## src/rtl/ymux_rr_arb_pkg.sv

```systemverilog
// Shared definitions for the ymux arbiters: arbitration mode encodings and
// the channel-index width helper.
package ymux_rr_arb_pkg;

    typedef enum logic {
        MODE_RR    = 1'b0,
        MODE_FIXED = 1'b1
    } arb_mode_e;

    // Index width for n channels; never narrower than one bit.
    function automatic int chan_w(input int n);
        return (n > 1) ? $clog2(n) : 1;
    endfunction

endpackage

```

## src/rtl/ymux_rr_arb_pick.sv

```systemverilog
// Rotating-priority picker: first asserted req searching ptr, ptr+1, ... mod N.
// Emits a one-hot grant and its encoded index; both zero when req is zero.
module rr_pick
    import ymux_rr_arb_pkg::*;
#(
    parameter int N  = 4,
    parameter int IW = chan_w(N)
) (
    input  logic [N-1:0]  req,
    input  logic [IW-1:0] ptr,
    output logic [N-1:0]  gnt,
    output logic [IW-1:0] idx
);

    logic          found;
    logic [IW-1:0] cand;

    always_comb begin
        gnt   = '0;
        idx   = '0;
        found = 1'b0;
        cand  = '0;
        for (int k = 0; k < N; k++) begin
            cand = IW'((int'(ptr) + k) % N);
            if (!found && req[cand]) begin
                found     = 1'b1;
                gnt[cand] = 1'b1;
                idx       = cand;
            end
        end
    end

endmodule

```

## src/rtl/ymux_rr_arb.sv

```systemverilog
// N-to-1 arbitrated mux with a single registered output stage that sustains
// one beat per cycle; round-robin or fixed priority selected by MODE.
module ymux_rr_arb
    import ymux_rr_arb_pkg::*;
#(
    parameter int WIDTH = 32,
    parameter int N     = 4,
    parameter int MODE  = 0
) (
    input  logic                   clk,
    input  logic                   rst_n,
    input  logic [N-1:0]           in_valid,
    input  logic [N*WIDTH-1:0]     in_data,
    output logic [N-1:0]           in_ready,
    output logic                   out_valid,
    input  logic                   out_ready,
    output logic [WIDTH-1:0]       out_data,
    output logic [chan_w(N)-1:0]   out_chan
);

    localparam int  CW    = chan_w(N);
    localparam bit  FIXED = (MODE == int'(MODE_FIXED));

    logic [CW-1:0]    ptr_q, ptr_d, pick_ptr, gnt_idx;
    logic [N-1:0]     gnt;
    logic             load_en, in_xfer;
    logic [WIDTH-1:0] sel_data;
    logic [WIDTH-1:0] out_data_q, out_data_d;
    logic [CW-1:0]    out_chan_q, out_chan_d;
    logic             out_valid_q, out_valid_d;

    assign pick_ptr = FIXED ? '0 : ptr_q;

    rr_pick #(.N(N), .IW(CW)) u_pick (
        .req (in_valid),
        .ptr (pick_ptr),
        .gnt (gnt),
        .idx (gnt_idx)
    );

    // rst_n gates in_ready so no handshake can be seen while in reset.
    assign load_en  = ~out_valid_q | out_ready;
    assign in_ready = gnt & {N{load_en & rst_n}};
    assign in_xfer  = |in_ready;

    always_comb begin
        sel_data = '0;
        for (int i = 0; i < N; i++) begin
            sel_data = sel_data | (in_data[i*WIDTH +: WIDTH] & {WIDTH{gnt[i]}});
        end
    end

    always_comb begin
        ptr_d       = ptr_q;
        out_data_d  = out_data_q;
        out_chan_d  = out_chan_q;
        out_valid_d = out_valid_q;
        if (in_xfer) begin
            out_data_d  = sel_data;
            out_chan_d  = gnt_idx;
            out_valid_d = 1'b1;
            if (!FIXED) begin
                ptr_d = (gnt_idx == CW'(N - 1)) ? '0 : gnt_idx + CW'(1);
            end
        end else if (out_ready) begin
            out_valid_d = 1'b0;
        end
    end

    always_ff @(posedge clk or negedge rst_n) begin
        if (!rst_n) begin
            ptr_q       <= '0;
            out_data_q  <= '0;
            out_chan_q  <= '0;
            out_valid_q <= 1'b0;
        end else begin
            ptr_q       <= ptr_d;
            out_data_q  <= out_data_d;
            out_chan_q  <= out_chan_d;
            out_valid_q <= out_valid_d;
        end
    end

    assign out_valid = out_valid_q;
    assign out_data  = out_data_q;
    assign out_chan  = out_chan_q;

endmodule

```

## config.mk

```make
export PLATFORM = sky130hd
export DESIGN_NAME = ymux_rr_arb
export DESIGN_NICKNAME = d
export VERILOG_FILES = /design/src/rtl/ymux_rr_arb_pkg.sv /design/src/rtl/ymux_rr_arb_pick.sv /design/src/rtl/ymux_rr_arb.sv
export SDC_FILE = /design/constraint.sdc
export NUM_CORES = 1
export LEC_CHECK = 0
export ABC_AREA = 0
export CORE_MARGIN = 2
export CORE_UTILIZATION = 41
export CTS_CLUSTER_SIZE = 14
export DETAILED_ROUTE_END_ITERATION = 8
export PLACE_DENSITY = 0.93
export SLEW_MARGIN = 10
export SYNTH_ARGS = -nofsm -noshare
export SYNTH_HDL_FRONTEND = slang
export SYNTH_SLANG_ARGS = --single-unit
```

## constraint.sdc

```tcl
create_clock -name clk -period 3.5 [get_ports clk]
set_input_delay 0.35 -clock clk [delete_from_list [all_inputs] [get_ports clk]]
set_output_delay 0.35 -clock clk [all_outputs]
set_load 0.05 [all_outputs]
```

# After elaboration in Yosys (flattened, before gate mapping)
# Index checks and enable logic that the tools add are counted.
[word_totals] reg_bits=37 input_bits=135 elab_cells=73
[op_classes] n_addsub=4 magnitude_cmp=8 n_eq_ne=1 mux=30 bitwise=14 n_reduce_logical=12
[ops] op="32-bit AND" count=4
[ops] op="32-bit bitwise OR" count=3
[ops] op="4-bit 2-to-1 mux" count=4
[ops] op="1-bit 2-to-1 mux" count=13
[ops] op="2-bit by 3-bit < comparator with 1-bit output (second input constant)" count=4
[ops] op="4-bit bitwise OR" count=3
[ops] op="2-bit 2-to-1 mux" count=5
[ops] op="1-bit binary-select mux with 2-bit select" count=4
[ops] op="1-bit demux with 2-bit select" count=4
[ops] op="2-bit by 1-bit >= comparator with 1-bit output (second input constant)" count=4
[ops] op="1-bit logical AND" count=7
[ops] op="2-bit by 1-bit adder with 2-bit output (second input constant)" count=2
[ops] op="2-bit adder (second input constant)" count=2
[ops] op="4-bit AND" count=1
[ops] op="4-bit OR reduction" count=1
[ops] op="1-bit zero test" count=3
[ops] op="2-bit equality test (second input constant)" count=1
[ops] op="2-bit nonzero test" count=1
[ops] op="1-bit AND" count=1
[ops] op="1-bit inverter" count=1
[ops] op="1-bit bitwise OR" count=1

# Longest topological paths before layout
# Gate-level depths: netlist (run 1).
[depth] word_depth=16 depth_mapped=10 depth_no_buf=8

# Modules after synthesis
# A second synthesis (run 1) with hierarchy kept.
[hier_totals] hier_cells=263 area_unflattened_um2=2738.9
[modules_own_cells] module="ymux_rr_arb" instances=1 cells_per_inst=198 area_each_um2=2249.7 seq_area_each_um2=925.9
[modules_own_cells] module="rr_pick" instances=1 cells_per_inst=65 area_each_um2=489.2 seq_area_each_um2=0.0

# Worst setup path before layout (run 1)
# No wires, ideal clock.
[synth_path] kind="reg-to-output" start="reg (tool-made name)" end="out in_ready[0]" arrival_ns=2.885 t_required_ns=3.150 slack_ns=0.265 path_stages_with_launch=10 cell_sequence="dfrtp_1 -> buf_2 -> inv_1 -> ha_1 -> mux4_2 -> nand3b_1 -> a21oi_1 -> a221oi_4 -> clkbuf_1 -> nor2_1"
[synth_rtl] element="to (decl)" line_no="ymux_rr_arb.sv:14" source="output logic [N-1:0] in_ready,"

# Worst setup path in the final report (run 1)
[layout_path] start="reg ptr_q[1] (netlist: pick_ptr[1])" end="out in_ready[0]"
[layout_via] elab_chain_cells=13 word_cells_on_any_way=48
[layout_lines] element="from (decl)" line_no="ymux_rr_arb.sv:24" source="logic [CW-1:0] ptr_q, ptr_d, pick_ptr, gnt_idx;"
[layout_lines] element="from (signal assigned)" line_no="ymux_rr_arb.sv:77" source="ptr_q <= ptr_d;"
[layout_lines] element="branches (longest 11 deep; another with 2-bit by 3-bit < comparator with 1-bit output)"
[layout_lines] element="4-bit 2-to-1 mux *" line_no="ymux_rr_arb_pick.sv:25" source="if (!found && req[cand]) begin"
[layout_lines] element="4-bit AND *" line_no="ymux_rr_arb.sv:43" source="assign in_ready = gnt & {N{load_en & rst_n}};"
# Mark *: on every way between the ends. The select of a mux whose other input is x is not followed.

==> out/results.txt, run 1 <==
Startpoint Class: register
Die extent in x: 94.4 µm
Max frequency: 0.312 GHz
CTS tree: built
Reg2reg path depth: 9
RD Place Congestion: 0.903
Mapped Nets: 486
GRT Total Usage: 27.2%
Leak: 2.36 nW
Pin count of the biggest net entering global routing: 39
R2r endpoint: out_data[25]$_DFFE_PN0P_
Layout cells sized above 1: 15.5%
Critical-path top delay cell: dfrtp_2
Yosys warnings: 0
Clock skew: 0.0132 ns
Post-synth cell types: 42
Clock tree buffer depth: 2
Critical R2R Launch: pick_ptr[1]$_DFFE_PN0P_
IO buf count: 173
#FFs+latches synth: 37
Cell-internal power: 0.00254 W
Final Hold Fails: 0
Net Switching: 0.00250 W
Cell Pwr Density: 948 nW/µm²
WL met2: 6490 µm
Part of the power in registers: 15.8%
Main synth FF type: dfrtp_1
Pre-Repair DR Iteration Count: 4
Relative slew margins: 60.2%
Vias in the first global route: 3776
Most frequent cells in the layout: clkdlybuf4s50_1 (168), o31ai_1 (96), inv_1 (38), dfrtp_1 (36), o2111ai_1 (32)
Clock network power share: 6.1%
Via count: 3596
Switch share: 49.5%
Antenna Cells: 0
Global route total overflow: 0
Most common cell after layout, fill and taps aside: clkdlybuf4s50_1
Worst-Skew Late Latency: 0.28 ns
Max layer used: met4
Initial Util: 42.9%
Reg2reg setup slack: 0.40 ns
Hold Buf Count CTS: 0
Buf/Inv on CP: 3
Core ar.: 7810 µm²
Status: finished clean
Maximum vdd ir drop: 702 µV
WL met1: 4890 µm
Crit Path Max Fanout: 34
Tcrit/Tclk final: 91.5%
H-tree depth: 2
Crit path time final: 3.20 ns
Area delta synth->final: 58.7%
Hold Path Class: in2async
Std cell rows: 32
CTS clk-pin slew, worst paths: 0.08 ns
Setup TNS: 0 ns
Vias/cell: 5.95
CTS root buffer: clkbuf_8
Iteration-0 DRC Markers: 195
Count of final setup violators: 0
DP HPWL: 9000 µm
Critical Path Max Stage Delay: 0.46 ns
Routed WL: 12400 µm
Family with the most delay on the worst path: buffers and inverters
Final ANT Viol Nets: 0
Die Area: 8910 µm²
Count of clock tree sinks: 37
Worst-margin pin slew: 0.597 ns
RSZ-0062 raised after global routing: no
WP data required: 3.15 ns
Synth Instances: 344
DR WL met3: 906 µm
Worst-path cell chain: inv_1, ha_1, mux4_2, nand3b_1, a21oi_1, a221oi_4, buf_6, nor2_1, buf_4
Comb pwr share: 78.1%
Die Y-Extent: 94.4 µm
TritonCTS buffer count: 5
EDFF count, synth: 0
Synthesized area per cell: 9.74 µm²
Nets@finish: 644
Crit path kind: reg2out
Final core utilization: 68.1%
MaxCap Viol Count: 0
Max Slew Vio Count: 0
CP Data Arrival Time: 2.85 ns
Sequential area share after synthesis: 27.6%
Ys async rst share: 100%
Wire per inst: 20.6 µm
First-pass GRT wire length: 19000 µm
Synth Cell Area: 3350 µm²
Residual DRC: 0
Initial antenna violation count: 0
Number of I/O pins: 174
Fill cells: 598
Crit. End Element: output pin
## how the worst max path moves through the flow
stage                                  startpoint                        to  slack [ns]  cells after the start
after global routing      pick_ptr[1]$_DFFE_PN0P_               in_ready[0]        0.06                      9
after CTS                 pick_ptr[1]$_DFFE_PN0P_               in_ready[0]        0.07                      9
final                     pick_ptr[1]$_DFFE_PN0P_               in_ready[0]        0.30                      9
after floorplan                          register               in_ready[0]        0.26                      9
after detailed placement              in_valid[1]  out_data[25]$_DFFE_PN0P_        0.25                      7
after global placement                in_valid[1]  out_data[25]$_DFFE_PN0P_        0.37                      7
## metal layers
layer / vias to the layer above / global-route usage [%]
met5: - / 0
met2: 156 / 49.5
met3: 16 / 5.35
li1: 1668 / -
met4: 0 / 7.37
met1: 1756 / 32.7
## cell usage after synthesis (all sizes together) (4+ instances only)
cell type | n | share of area (%)
a21boi | 4 | 0.90
nor3 | 6 | 1.9
o2111ai | 32 | 8.4
buf | 12 | 2.5
dfrtp | 37 | 28
mux2 | 32 | 14
inv | 38 | 4.3
o31ai | 96 | 22
mux2i | 5 | 1.5
clkbuf | 28 | 3.1
nand2 | 7 | 0.78
nor2 | 5 | 0.56
nand3b | 4 | 1.3
a21oi | 6 | 1.5
nor3b | 4 | 0.90
ha | 7 | 2.6
## registers in the layout, summed over array words and instances (netlist names), named ones only
signal     flops
out_valid      1
pick_ptr       1
out_data      32
out_chan       2
## power by group through the flow
stage / registers [W] / logic (W) / clock network, W
final: 0.000797 / 0.00394 / 0.000305
after global routing: 0.000819 / 0.00417 / 0.000332
after CTS: 0.000795 / 0.00393 / 0.000311
after detailed placement: 0.000799 / 0.00392 / 0
after global placement: 0.000791 / 0.00380 / 0
after floorplan: 0.00146 / 0.00213 / 0
## final cells by class
cell class | count | area [µm²] | area share [%]
Inverter | 38 | 143 | 2.68
Sequential cell | 37 | 927 | 17.4
Clock buffer | 7 | 86.3 | 1.62
Timing Repair Buffer | 191 | 1910 | 35.8
Tap cell | 102 | 128 | 2.40
Multi-Input combinational cell | 229 | 2130 | 40.0
## per-stage QoR
stage	hold slack, ns	total power [W]	instance area (µm²)	std cells	setup slack [ns]
3_5_place_dp	0.493	0.00472	5230	597	0.253
4_1_cts	0.179	0.00504	5310	604	0.0697
3_3_place_gp	0.484	0.00459	5230	597	0.373
5_1_grt	0.204	0.00533	5320	604	0.0644
2_1_floorplan	0.0544	0.00360	3350	344	0.265
6_report	0.165	0.00504	5320	604	0.298
## worst register-to-register path, stage by stage, from the launching register on
cell	delay, ns
dfrtp_2	0.46
inv_1	0.14
ha_1	0.40
mux4_2	0.43
nand3b_1	0.21
a21oi_1	0.24
a221oi_4	0.08
a41oi_4	0.23
buf_4	0.40
mux2_2	0.39
## repair_timing
item | 4_1_cts | 5_1_grt
resized for setup | 0 | 2
buffers inserted | 0 | 0
endpoints found under the setup margin | 0 | 1
## logic make-up (layout without fill, tap and decap cells)
family / count (synthesis) / in the layout / synth area share [%]
AO/OA/AOI/OAI: 148 / 148 / 35.7
XOR/XNOR: 1 / 1 / 0.261
adder cells (fa/ha/maj): 7 / 7 / 2.61
buffers and inverters: 78 / 236 / 9.86
flip-flops: 37 / 37 / 27.6
multiplexers: 40 / 40 / 17.1
AND/OR/NAND/NOR: 33 / 33 / 6.87
Power figures use the tool's default switching activity.
==> run 2: changes to the inputs <==
Settings changed: GPL_TIMING_DRIVEN from default to 0.
==> out/results.txt, run 2 (synthesized netlist as in run 1, its figures left out) <==
Max frequency: 0.294 GHz (-5.9%)
Critical-path top delay cell: dfrtp_2
Final Hold Fails: 0 (unchanged)
Crit path time final: 3.40 ns (+0.201 ns)
RD Place Congestion: 0.941 (+4.3%)
Relative slew margins: 61.7% (+1.5 points)
Family with the most delay on the worst path: buffers and inverters
Initial antenna violation count: 0 (unchanged)
Clock skew: 0.00391 ns (-0.00932 ns)
Area delta synth->final: 62.2%
FF+latch area: 927 µm² (unchanged)
First-pass GRT wire length: 19000 µm (+0.18%)
Worst-path cell chain: clkbuf_4, inv_1, ha_1, mux4_2, nand3b_1, a21oi_2, a221oi_4, clkbuf_2, nor2_1, buf_4
Final ANT Viol Nets: 0 (unchanged)
MaxCap Viol Count: 0 (unchanged)
Critical path depth in cells: 10 (+1)
Die Y-Extent: 94.4 µm (unchanged)
Die extent in x: 94.4 µm (unchanged)
Worst-margin pin slew: 0.574 ns (-0.0223 ns)
Area of placed instances: 5200 µm² (-0.41%)
Clock tree buffer depth: 2 (unchanged)
Startpoint Class: register
Iteration-0 DRC Markers: 268 (+37%)
Maximum vdd ir drop: 649 µV (-7.6%)
Layout cells sized above 1: 15.3% (-0.25 points)
Status: finished clean
Crit Path Max Fanout: 10 (-71%)
Global route total overflow: 0 (unchanged)
Area occupied by multi-input gates: 2140 µm² (+0.71%)
Fill cells: 577 (-3.5%)
Reg2reg path depth: 12 (+3)
TritonCTS buffer count: 5 (unchanged)
WP data required: 3.15 ns (about the same)
Leak: 2.40 nW (+1.5%)
Most common cell after layout, fill and taps aside: clkdlybuf4s50_1
Final Cell Area: 5440 µm² (+2.2%)
Number of I/O pins: 174 (unchanged)
Dpl cells: 618 (+3.5%)
Initial Util: 42.9% (unchanged)
Count of clock tree sinks: 37 (unchanged)
Vias in the first global route: 3818 (+1.1%)
Met3 GRT Util: 5.59% (+0.24 points)
Most frequent cells in the layout: clkdlybuf4s50_1 (166), o31ai_1 (96), inv_1 (38), dfrtp_1 (36), o2111ai_1 (32)
Buf/Inv on CP: 4 (+1)
Met1 usage: 31.5% (-1.2 points)
Pin count of the biggest net entering global routing: 38 (-2.6%)
CTS clk-pin slew, worst paths: 0.07 ns (about the same)
Met2 Usage GRT: 49.0% (-0.42 points)
Hold Path Class: in2async
Largest register FFs: 32 (unchanged)
Count of final setup violators: 0 (unchanged)
Worst-Skew Late Latency: 0.29 ns (about the same)
Tcrit/Tclk final: 97.3% (+5.8 points)
Residual DRC: 0 (unchanged)
Routed WL: 12700 µm (+2.1%)
GRT Total Usage: 27.2% (-0.028 points)
IO buf count: 171 (-1.2%)
Core ar.: 7810 µm² (unchanged)
CP Data Arrival Time: 3.05 ns (+0.20 ns)
Via count: 3839 (+6.8%)
H-tree depth: 2 (unchanged)
Max Slew Vio Count: 0 (unchanged)
Pre-Repair DR Iteration Count: 6 (+2)
CTS tree: built
Non-Filler Instances: 632 (+4.6%)
Crit path kind: reg2out
CTS root buffer: clkbuf_8
RSZ-0062 raised after global routing: yes
Wire per inst: 20.1 µm (-2.4%)
DP HPWL: 9430 µm (+4.8%)
Antenna Cells: 0 (unchanged)
GR peak layer: met2
Crit. End Element: output pin
Die Area: 8910 µm² (unchanged)
Nets@finish: 671 (+4.2%)
Cell Pwr Density: 968 nW/µm² (+2.1%)
Vias/cell: 6.07 (+2.0%)
Critical Path Max Stage Delay: 0.48 ns (+0.02 ns)
Std cell rows: 32 (unchanged)
==> run 2: cell type report <==
cell class              count  area share [%]
clock buffers               7            1.59
clock inverters             1           0.552
well taps                 102            2.35
inverters                  38            2.62
repair buffers            178            32.8
flip-flops and latches     37            17.1
multi-input cells         229            39.4
plain buffers              40            3.57
==> run 2: metrics by stage <==
| step | setup slack [ns] | TNS [ns] | power, W | utilization [%] | hold slack [ns] |
|---|---|---|---|---|---|
| 5_1_grt | -0.120 | -0.196 | 0.00551 | 69.6 | 0.391 |
| 3_5_place_dp | -0.578 | -5.58 | 0.00467 | 66.7 | 0.161 |
| 4_1_cts | 0.0157 | 0 | 0.00511 | 68.9 | 0.392 |
| 3_3_place_gp | -0.484 | -8.89 | 0.00455 | 66.5 | 0.490 |
| 2_1_floorplan | 0.265 | 0 | 0.00360 | - | 0.0544 |
| 6_report | 0.0962 | 0 | 0.00526 | 69.6 | 0.395 |
==> run 2: final timing paths <==
check                                          from                         end  slack [ns]
max in group asynchronous                     rst_n  asynchronous set/reset pin        2.70
min in group clk           out_data[19]$_DFFE_PN0P_    out_data[19]$_DFFE_PN0P_        0.51
hold reg to reg            out_data[19]$_DFFE_PN0P_    out_data[19]$_DFFE_PN0P_        0.51
setup reg to reg                           register    out_data[12]$_DFFE_PN0P_        0.15
setup / recovery                           register                 in_ready[0]         0.1
hold / removal                                rst_n     out_data[1]$_DFFE_PN0P_        0.39
==> run 2: per-layer routing <==
metal	vias to the layer above	wire length [µm]
met5	-	0
met4	0	439
met3	48	935
met2	199	6420
met1	1866	4910
li1	1726	-
==> run 2: what timing repair did <==
action,CTS,global route
hold buffers,1,0
setup buffers,2,3
setup endpoints to repair,39,38
hold endpoints to repair,2,0
pin swaps,3,1
gates resized for setup,22,17
==> run 2: power by group <==
part / internal [W] / switching [W]
combinational: 0.00181 / 0.00226
sequential: 0.000656 / 0.000151
clock: 0.000232 / 0.000157
==> run 3: changes to the inputs <==
Settings changed: ABC_AREA 0 to default, GPL_ROUTABILITY_DRIVEN from default to 0.
==> out/results.txt, run 3 (synthesized netlist as in run 1, its figures left out) <==
Tcrit/Tclk final: 97.0% (-0.29 points)
Crit path time final: 3.39 ns (-0.0100 ns)
Layout cells sized above 1: 16.1% (+0.85 points)
Non-Filler Instances: 635 (+0.47%)
CP Data Arrival Time: 3.04 ns (about the same)
Reg2reg path depth: 11 (-1)
Via count: 3813 (-0.68%)
Crit. End Element: output pin
Core ar.: 7810 µm² (unchanged)
Worst-path cell chain: clkbuf_4, inv_1, ha_2, mux4_2, nand3b_1, a21oi_2, a221oi_4, buf_2, nor2_1, clkbuf_4
Met2 Usage GRT: 48.1% (-0.95 points)
WP data required: 3.15 ns (about the same)
Critical Path Max Stage Delay: 0.42 ns (-0.06 ns)
Number of I/O pins: 174 (unchanged)
Crit path kind: reg2out
Status: finished clean
Residual DRC: 0 (unchanged)
Cell Pwr Density: 950 nW/µm² (-1.8%)
Hold Path Class: in2async
Count of final setup violators: 0 (unchanged)
Max Slew Vio Count: 0 (unchanged)
Die Y-Extent: 94.4 µm (unchanged)
Global route total overflow: 0 (unchanged)
Vias in the first global route: 3762 (-1.5%)
MaxCap Viol Count: 0 (unchanged)
Area of placed instances: 5200 µm² (unchanged)
Crit Path Max Fanout: 10 (unchanged)
Family with the most delay on the worst path: buffers and inverters
Relative slew margins: 63.7% (+1.9 points)
Reg2reg setup slack: 0.19 ns (+0.04 ns)
Final ANT Viol Nets: 0 (unchanged)
Leak: 2.40 nW (about the same)
First-pass GRT wire length: 19100 µm (+0.25%)
Final core utilization: 70.0% (+0.42 points)
Most common cell after layout, fill and taps aside: clkdlybuf4s50_1
Worst-Skew Late Latency: 0.29 ns (about the same)
Most frequent cells in the layout: clkdlybuf4s50_1 (166), o31ai_1 (96), inv_1 (38), dfrtp_1 (36), o2111ai_1 (32)
TritonCTS buffer count: 5 (unchanged)
Dpl cells: 618 (unchanged)
Buf/Inv on CP: 4 (unchanged)
Critical-path top delay cell: dfrtp_2
Antenna Cells: 0 (unchanged)
Vias/cell: 6.00 (-1.1%)
CTS root buffer: clkbuf_8
Iteration-0 DRC Markers: 283 (+5.6%)
Met1 usage: 32.4% (+0.81 points)
Final Hold Fails: 0 (unchanged)
Crit-path most repeated cell: clkbuf_4
Die extent in x: 94.4 µm (unchanged)
Clock tree buffer depth: 2 (unchanged)
Die Area: 8910 µm² (unchanged)
CTS clk-pin slew, worst paths: 0.08 ns (about the same)
GR peak layer: met2
DP Worst Slack: -0.629 ns (-0.0505 ns)
Final Cell Area: 5470 µm² (+0.60%)
Nets@finish: 675 (+0.60%)
Maximum vdd ir drop: 626 µV (-3.5%)
Count of clock tree sinks: 37 (unchanged)
Std cell rows: 32 (unchanged)
Routed WL: 12900 µm (+1.6%)
Largest register FFs: 32 (unchanged)
Worst-margin pin slew: 0.545 ns (-0.0291 ns)
R2r endpoint: out_data[12]$_DFFE_PN0P_
Wire per inst: 20.3 µm (+1.1%)
Worst setup margin: 0.106 ns (+0.0100 ns)
Pin count of the biggest net entering global routing: 38 (unchanged)
IO buf count: 171 (unchanged)
Area delta synth->final: 63.2%
Initial antenna violation count: 0 (unchanged)
Max frequency: 0.295 GHz (+0.30%)
GRT Total Usage: 27.1% (-0.075 points)
CTS tree: built
Pre-Repair DR Iteration Count: 5 (-1)
Initial Util: 42.9% (unchanged)
Startpoint Class: register
Met3 GRT Util: 6.15% (+0.56 points)
H-tree depth: 2 (unchanged)
DP HPWL: 9420 µm (about the same)
Clock skew: 0.0105 ns (+0.00656 ns)
## run 3: cell count changes in the layout (fill, tap and decap cells not counted), moves of 2 or more
cell             before  now
clkbuf_2              3    1
buf_4                 4    8
buf_12                3    1
clkdlybuf4s15_2       0    2
## run 3: report_power, final
part,leakage (nW),switching [W],internal (W)
Combinational,1.90,0.00230,0.00180
Sequential,0.453,0.000138,0.000656
Clock,0.0443,0.000146,0.000156
## run 3: metal layers
layer  part of all wire [%]  vias up
met1                     38     1826
met3                    8.0       38
met5                      0        -
met2                     50      210
li1                       -     1739
met4                    3.1        0
## run 3: timing repair
| action | 4_1_cts | 5_1_grt |
|---|---|---|
| hold buffers | 1 | 0 |
| setup buffers | 4 | 4 |
| hold endpoints to repair | 2 | 0 |
| gates cloned | 0 | 1 |
| pin swaps | 3 | 0 |
| resized for setup | 22 | 16 |
| setup endpoints to repair | 39 | 36 |
## run 3: metrics by stage
stage	hold slack [ns]	power [W]	TNS [ns]
floorplan	0.0544	0.00360	0
CTS	0.395	0.00506	0
detailed placement	0.163	0.00467	-5.47
global route	0.401	0.00547	-0.0574
finish	0.398	0.00519	0
global placement	0.491	0.00455	-8.90
## run 3: how the worst max path moves through the flow
stage	endpoint	start	slack (ns)	cells after the start
2_1_floorplan	in_ready[0]	register	0.26	9
5_1_grt	in_ready[0]	register	-0.06	10
4_1_cts	in_ready[3]	register	0.01	9
3_3_place_gp	in_ready[0]	register	-0.48	10
3_5_place_dp	in_ready[0]	register	-0.63	10
6_report	in_ready[0]	register	0.11	10
## run 3: worst register-to-register path: stages, from the launching register on
cell	delay, ns
dfrtp_2	0.42
clkbuf_4	0.22
inv_1	0.13
ha_2	0.42
mux4_2	0.38
nand2_1	0.12
a21oi_2	0.09
a221oi_4	0.27
buf_4	0.24
clkbuf_1	0.41
o2111ai_1	0.20
mux2_4	0.29
## run 3: cell type report
cell class,count,area [µm²]
Buffer,40,193
Clock buffer,7,86.3
Fill cell,578,2340
Inverter,38,143
Multi-Input combinational cell,230,2200
Sequential cell,37,927
Tap cell,102,128
Timing Repair Buffer,181,1790
